--- src/rtl/rib_uart_tx_pkg.sv ---
// Shared definitions for the RIB UART transmitter: register offsets, bit indices, FSM states.
// Optional parity support is selected with the UART_TX_PARITY_EN macro.
package rib_uart_tx_pkg;

  localparam logic [1:0] REG_CTRL   = 2'd0;
  localparam logic [1:0] REG_STATUS = 2'd1;
  localparam logic [1:0] REG_BAUD   = 2'd2;
  localparam logic [1:0] REG_TXDATA = 2'd3;

  localparam int CTRL_TX_EN      = 0;
  localparam int CTRL_PARITY_ODD = 2;

  localparam int ST_BUSY     = 0;
  localparam int ST_FULL     = 1;
  localparam int ST_EMPTY    = 2;
  localparam int ST_DONE     = 3;
  localparam int ST_OVERFLOW = 4;

  typedef enum logic [2:0] {
    S_IDLE   = 3'd0,
    S_START  = 3'd1,
    S_DATA   = 3'd2,
    S_PARITY = 3'd3,
    S_STOP   = 3'd4
  } tx_state_t;

  // Bit periods shorter than two cycles are clamped to two.
  function automatic logic [15:0] eff_baud(input logic [15:0] baud);
    return (baud < 16'd2) ? 16'd2 : baud;
  endfunction

endpackage

--- src/rtl/rib_uart_tx_fifo.sv ---
// Synchronous byte FIFO with first-word-fall-through read; a push while full is
// accepted only when a pop frees a slot in the same cycle.
module rib_uart_tx_fifo #(
  parameter int FIFO_DEPTH = 16
) (
  input  logic       clk,
  input  logic       rst,
  input  logic       push,
  input  logic       pop,
  input  logic [7:0] wdata,
  output logic [7:0] rdata,
  output logic       full,
  output logic       empty
);

  localparam int AW = $clog2(FIFO_DEPTH);

  logic [7:0]    mem [FIFO_DEPTH];
  logic [AW-1:0] wr_ptr_reg;
  logic [AW-1:0] rd_ptr_reg;
  logic [AW:0]   count_reg;
  logic          do_push;
  logic          do_pop;

  assign full    = (count_reg == (AW+1)'(FIFO_DEPTH));
  assign empty   = (count_reg == '0);
  assign do_pop  = pop && !empty;
  assign do_push = push && (!full || do_pop);
  assign rdata   = mem[rd_ptr_reg];

  always_ff @(posedge clk) begin
    if (do_push) mem[wr_ptr_reg] <= wdata;
  end

  always_ff @(posedge clk) begin
    if (!rst) begin
      wr_ptr_reg <= '0;
      rd_ptr_reg <= '0;
      count_reg  <= '0;
    end else begin
      if (do_push) wr_ptr_reg <= wr_ptr_reg + AW'(1);
      if (do_pop)  rd_ptr_reg <= rd_ptr_reg + AW'(1);
      case ({do_push, do_pop})
        2'b10:   count_reg <= count_reg + (AW+1)'(1);
        2'b01:   count_reg <= count_reg - (AW+1)'(1);
        default: count_reg <= count_reg;
      endcase
    end
  end

endmodule

--- src/rtl/rib_uart_tx.sv ---
// RIB-bus buffered UART transmitter (8N1, or 8E1/8O1 when UART_TX_PARITY_EN is defined).
// Register decode, FIFO, bit timing and frame FSM; tx_o is registered.
module rib_uart_tx
  import rib_uart_tx_pkg::*;
#(
  parameter int          FIFO_DEPTH   = 16,
  parameter logic [15:0] BAUD_DEFAULT = 16'd434
) (
  input  logic        clk,
  input  logic        rst,
  input  logic        req_i,
  input  logic        we_i,
  input  logic [31:0] addr_i,
  input  logic [31:0] data_i,
  output logic [31:0] data_o,
  output logic        tx_o,
  output logic        tx_done_o
);

  tx_state_t   state_reg, state_next;
  logic        tx_en_reg;
  logic [15:0] baud_reg;
  logic        done_reg;
  logic        overflow_reg;
  logic [15:0] bit_cnt_reg;
  logic [15:0] bit_len_reg;
  logic [2:0]  bit_idx_reg;
  logic [7:0]  shift_reg;
  logic        tx_reg;
  logic        tx_done_reg;
`ifdef UART_TX_PARITY_EN
  logic        parity_odd_reg;
  logic        parity_reg;
`endif

  logic        wr, rd, push, pop, load, done_set, line, bit_done, busy;
  logic [1:0]  sel;
  logic [7:0]  fifo_rdata;
  logic        fifo_full, fifo_empty;
  logic [31:0] read_data;
  logic        unused_bits;

  assign sel         = addr_i[3:2];
  assign wr          = req_i && we_i;
  assign rd          = req_i && !we_i;
  assign push        = wr && (sel == REG_TXDATA);
  assign bit_done    = (bit_cnt_reg == bit_len_reg - 16'd1);
  assign busy        = (state_reg != S_IDLE) || !fifo_empty;
  assign unused_bits = ^{addr_i[31:4], addr_i[1:0], data_i[31:16]};

  rib_uart_tx_fifo #(.FIFO_DEPTH(FIFO_DEPTH)) u_fifo (
    .clk   (clk),
    .rst   (rst),
    .push  (push),
    .pop   (pop),
    .wdata (data_i[7:0]),
    .rdata (fifo_rdata),
    .full  (fifo_full),
    .empty (fifo_empty)
  );

  always_ff @(posedge clk) begin
    if (!rst) state_reg <= S_IDLE;
    else      state_reg <= state_next;
  end

  always_comb begin
    state_next = state_reg;
    pop        = 1'b0;
    load       = 1'b0;
    done_set   = 1'b0;
    line       = 1'b1;
    case (state_reg)
      S_IDLE: begin
        if (tx_en_reg && !fifo_empty) begin
          pop        = 1'b1;
          load       = 1'b1;
          state_next = S_START;
        end
      end
      S_START: begin
        line = 1'b0;
        if (bit_done) state_next = S_DATA;
      end
      S_DATA: begin
        line = shift_reg[0];
        if (bit_done && bit_idx_reg == 3'd7)
`ifdef UART_TX_PARITY_EN
          state_next = S_PARITY;
`else
          state_next = S_STOP;
`endif
      end
`ifdef UART_TX_PARITY_EN
      S_PARITY: begin
        line = parity_reg;
        if (bit_done) state_next = S_STOP;
      end
`endif
      S_STOP: begin
        // Chain straight into the next frame so queued bytes leave with no idle gap.
        if (bit_done) begin
          if (tx_en_reg && !fifo_empty) begin
            pop        = 1'b1;
            load       = 1'b1;
            state_next = S_START;
          end else begin
            state_next = S_IDLE;
            done_set   = 1'b1;
          end
        end
      end
      default: state_next = S_IDLE;
    endcase
  end

  // Bit length is latched at each bit boundary so BAUD changes take effect on the next bit.
  always_ff @(posedge clk) begin
    if (!rst) begin
      bit_cnt_reg <= '0;
      bit_len_reg <= 16'd2;
      bit_idx_reg <= '0;
      shift_reg   <= '0;
      tx_reg      <= 1'b1;
      tx_done_reg <= 1'b0;
`ifdef UART_TX_PARITY_EN
      parity_reg  <= 1'b0;
`endif
    end else begin
      tx_reg      <= line;
      tx_done_reg <= done_set;
      if (load) begin
        shift_reg   <= fifo_rdata;
        bit_cnt_reg <= '0;
        bit_len_reg <= eff_baud(baud_reg);
        bit_idx_reg <= '0;
`ifdef UART_TX_PARITY_EN
        parity_reg  <= (^fifo_rdata) ^ parity_odd_reg;
`endif
      end else if (state_reg != S_IDLE) begin
        if (bit_done) begin
          bit_cnt_reg <= '0;
          bit_len_reg <= eff_baud(baud_reg);
          if (state_reg == S_DATA) begin
            shift_reg   <= {1'b0, shift_reg[7:1]};
            bit_idx_reg <= bit_idx_reg + 3'd1;
          end
        end else begin
          bit_cnt_reg <= bit_cnt_reg + 16'd1;
        end
      end
    end
  end

  always_ff @(posedge clk) begin
    if (!rst) begin
      tx_en_reg      <= 1'b0;
      baud_reg       <= BAUD_DEFAULT;
      done_reg       <= 1'b0;
      overflow_reg   <= 1'b0;
`ifdef UART_TX_PARITY_EN
      parity_odd_reg <= 1'b0;
`endif
    end else begin
      if (wr && sel == REG_CTRL) begin
        tx_en_reg      <= data_i[CTRL_TX_EN];
`ifdef UART_TX_PARITY_EN
        parity_odd_reg <= data_i[CTRL_PARITY_ODD];
`endif
      end
      if (wr && sel == REG_BAUD) baud_reg <= data_i[15:0];
      // Set beats a simultaneous W1C clear.
      if (wr && sel == REG_STATUS && data_i[ST_DONE])     done_reg     <= 1'b0;
      if (wr && sel == REG_STATUS && data_i[ST_OVERFLOW]) overflow_reg <= 1'b0;
      if (done_set) done_reg <= 1'b1;
      if (push && fifo_full && !pop) overflow_reg <= 1'b1;
    end
  end

  always_comb begin
    read_data = '0;
    if (rd) begin
      case (sel)
        REG_CTRL: begin
          read_data[CTRL_TX_EN] = tx_en_reg;
`ifdef UART_TX_PARITY_EN
          read_data[CTRL_PARITY_ODD] = parity_odd_reg;
`endif
        end
        REG_STATUS: begin
          read_data[ST_BUSY]     = busy;
          read_data[ST_FULL]     = fifo_full;
          read_data[ST_EMPTY]    = fifo_empty;
          read_data[ST_DONE]     = done_reg;
          read_data[ST_OVERFLOW] = overflow_reg;
        end
        REG_BAUD: read_data[15:0] = baud_reg;
        default:  read_data = '0;
      endcase
    end
  end

  assign data_o    = read_data;
  assign tx_o      = tx_reg;
  assign tx_done_o = tx_done_reg;

endmodule

--- config.mk ---
export PLATFORM = sky130hd
export DESIGN_NAME = rib_uart_tx
export DESIGN_NICKNAME = d
export VERILOG_FILES = /design/src/rtl/rib_uart_tx_pkg.sv /design/src/rtl/rib_uart_tx_fifo.sv /design/src/rtl/rib_uart_tx.sv
export SDC_FILE = /design/constraint.sdc
export NUM_CORES = 1
export LEC_CHECK = 0
export BUFFER_PORTS_ARGS = -buffer_cell sky130_fd_sc_hd__buf_2
export CORE_ASPECT_RATIO = 0.6
export CORE_MARGIN = 2
export CORE_UTILIZATION = 61
export CTS_BUF_LIST = sky130_fd_sc_hd__clkbuf_4
export DETAILED_ROUTE_END_ITERATION = 6
export PLACE_DENSITY = 0.82
export SYNTH_ARGS = -nofsm -noshare
export SYNTH_HDL_FRONTEND = slang
export SYNTH_SLANG_ARGS = --single-unit
--- constraint.sdc ---
create_clock -name clk -period 4.8 [get_ports clk]
set_clock_uncertainty 0.15 [all_clocks]
set_input_delay 0.96 -clock clk [delete_from_list [all_inputs] [get_ports clk]]
set_output_delay 0.96 -clock clk [all_outputs]
set_load 0.005 [all_outputs]
==> impl_metrics.csv <==
group,metric,value,unit
synthesis,syn_avg_cell_area,12.5,um2
setup_path,crit_fanout,9,
global_route,grt_pass1_wl,34700,um
sta,final.min_clock_period,4550,ps
detailed_routing,drc,0,
placement,dp_hpwl,15000,um
sta,worstMarginPinSlew,928,ps
floorplanning,die_y,100,um
detailed_routing,firstDrtPassIters,6,
min_path,hp-class,"reg -> reg",
detailed_routing,vias,6604,
detailed_routing,drt_iter0_drc,862,
final_layout,regMostFlops,"u_fifo.mem",
synthesis,ys.flop_type,"edfxtp_1",
synthesis,synth_common_cells,"edfxtp_1, dfxtp_1, nand2_1",
synthesis,synth_area,9440,um2
global_route,grt_pass1_vias,6434,
sta,drv_slew,0,
setup_path,rrSetupSlack,250,ps
final_layout,multi_input_area,3590,um2
pwr,ir_drop,0.359,mV
setup_path,criticalPathCategory,"reg -> reg",
synthesis,ys_async_sr_fraction,0,%
synthesis,synth_edf_count,128,
sta,finalCritPeriodShare,94.8,%
sta,fmax,0.220,GHz
cts,cts-htree-levels,2,
pwr,cellPowerDensity,337,nW/um2
floorplanning,core-area,15200,um2
setup_path,required,5170,ps
cts,clkSinkCount,212,
placement,place_congestion,0.923,
cts,postCtsSetupBuffers,0,
placement,place.port_buffers,39,
global_route,grtUsageTotal,27.9,%
synthesis,synthCells,754,
floorplanning,io_pins,102,
final_layout,largest_reg_flops,128,
flow_run,maxCapViolations,0,
detailed_routing,via_per_inst,6.26,
sta,finalSetupViolations,0,
pwr,finalPower,3.51,mW
cts,ctsHoldBuffers,0,
final_layout,ff_latch_area,5530,um2
global_route,grt_max_degree,50,
cts,clock_latency,620,ps
cts,cts_root_buffer,"clkbuf_4",
cts,cts_inserted_buffers,48,
synthesis,synth_seq_cells,212,
final_layout,fin_area,10400,um2
detailed_routing,antenna_left,0,
detailed_routing,wl_per_cell,20.9,um
cts,path_clk_slew,70,ps
synthesis,yosysSeqAreaShare,58.6,%
floorplanning,die_x,165,um
setup_path,critPathArrivalTime,4930,ps
setup_path,crit_path_start_kind,"flip-flop",
setup_path,cp-end-kind,"flip-flop",
final_layout,drive_gt1_share,22.1,%
pwr,power_leakage,3.66,nW
cts,clockBufferDepth,3,
synthesis,synthTopCellsByArea,"edfxtp_1, dfxtp_1, mux4_2",
sta,rsz0062_at_grt,"false",
final_layout,n_fill_cell,1056,
synthesis,yosys.area.top_type,"edfxtp_1",
detailed_routing,drt_wl_total,22100,um
sta,hold_viol,0,
floorplanning,initial_core_util,61.9,%
sta,tns,0,ps
synthesis,ys.warnings.count,0,
placement,place_area,9770,um2
global_route,grt_overflow,0,
floorplanning,dieArea,16500,um2
cts,ctsResizeCount,0,
global_route,antenna_found_initial,0,
synthesis,ys_types,63,
final_layout,syn_to_final_growth,10.5,%
floorplanning,std_cell_rows,35,
cts,cts_tree,"built",
synthesis,netlist.area_leader.share,40.7,%
final_layout,nets,905,
final_layout,antenna_cells,0,
final_layout,fin_util,68.4,%
status,status,"complete, no violations",
sta,hold_ws,349,ps
synthesis,synth_most_common_cell,"edfxtp_1",
sta,slew_headroom,37.6,%
power by group:
group / total, mW / leakage, nW / internal [mW] / switching [mW]
Combinational: 0.0894 / 1.45 / 0.0242 / 0.0652
Clock: 1.48 / 0.384 / 0.814 / 0.670
Sequential: 1.94 / 1.83 / 1.93 / 0.00704
Total: 3.51 / 3.66 / 2.77 / 0.742
routing by layer:
metal / vias to the layer above / track usage, % / wire [um]
met3: 39 / 6.24 / 2560
met5: - / 0 / 0
met4: 0 / 6.96 / 263
met2: 414 / 42.0 / 10000
li1: 2925 / - / -
met1: 3226 / 41.8 / 9230
stage by stage:
| stage | worst slack, ps | instances |
|---|---|---|
| CTS | 364 | 1055 |
| global route | 81.5 | 1055 |
| floorplan | 686 | 769 |
| detailed placement | 451 | 972 |
| global placement | 657 | 972 |
| finish | 247 | 1055 |
cell type report:
cell class | instances | share of cell area [%]
clock buffer | 75 | 5.40
tap | 203 | 2.44
sequential | 212 | 53.0
clock inverter | 8 | 0.828
multi-input combinational | 483 | 34.4
timing repair buffer | 60 | 3.39
inverter | 14 | 0.516
worst paths after layout:
check | endpoint | depth (start not counted) | start
max | u_fifo.count_reg[4] | 18 | bit_len_reg[0]
max reg2reg | u_fifo.count_reg[4] | 18 | bit_len_reg[0]
min | shift_reg[7] | 2 | shift_reg[7]
min reg2reg | shift_reg[7] | 2 | shift_reg[7]
worst max-delay path: stages, from the launching register on:
cell and delay (ps):
dfxtp_1 350, inv_1 100, ha_1 230, or4b_1 580, o311a_1 340, a21oi_1 240
a21oi_1 90, nand4bb_1 160, a21o_1 180, clkinv_2 140, ha_1 370, xor2_1 200
ha_1 240, o21ai_0 180, a21oi_1 90, a21oi_1 210, xor2_1 130, or3_1 340
a21oi_1 150
layout by cell type (no fill, tap or decap), types with 2 or more instances in the layout:
| cell type | instances |
|---|---|
| dfxtp_1 | 83 |
| nor4_1 | 12 |
| and2_1 | 15 |
| clkbuf_4 | 75 |
| nand2_1 | 75 |
| o211ai_1 | 3 |
| o31ai_1 | 4 |
| buf_2 | 39 |
| edfxtp_1 | 128 |
| xor2_1 | 25 |
| a21oi_1 | 39 |
| or3_1 | 7 |
| o21ai_0 | 29 |
| conb_1 | 16 |
| buf_4 | 21 |
| inv_1 | 13 |
| a31oi_1 | 2 |
| mux2i_1 | 13 |
| and3_1 | 8 |
| o21a_1 | 3 |
| and4_1 | 3 |
| nand3_1 | 30 |
| nor4b_1 | 6 |
| nand2b_1 | 5 |
| nor3_1 | 15 |
| nor2b_1 | 2 |
| nand4_1 | 7 |
| o31a_1 | 3 |
| a211oi_1 | 2 |
| bufinv_16 | 2 |
| clkinv_1 | 4 |
| nor2_1 | 49 |
| or2_2 | 2 |
| ha_1 | 18 |
| a22oi_1 | 6 |
| nand3b_1 | 2 |
| mux4_2 | 40 |
| nand4b_1 | 2 |
| xnor2_1 | 18 |
cell families (layout without fill, tap and decap cells):
family,after synthesis,after routing,synth area share (%)
multiplexers,53,53,10.9
AO/OA/AOI/OAI,103,103,6.59
other,1,16,0.0397
buffers and inverters,74,157,4.03
adder cells (fa/ha/maj),18,18,2.39
AND/OR/NAND/NOR,250,250,13.5
XOR/XNOR,43,43,3.99
flip-flops,212,212,58.6
Power figures use the tool's default switching activity.
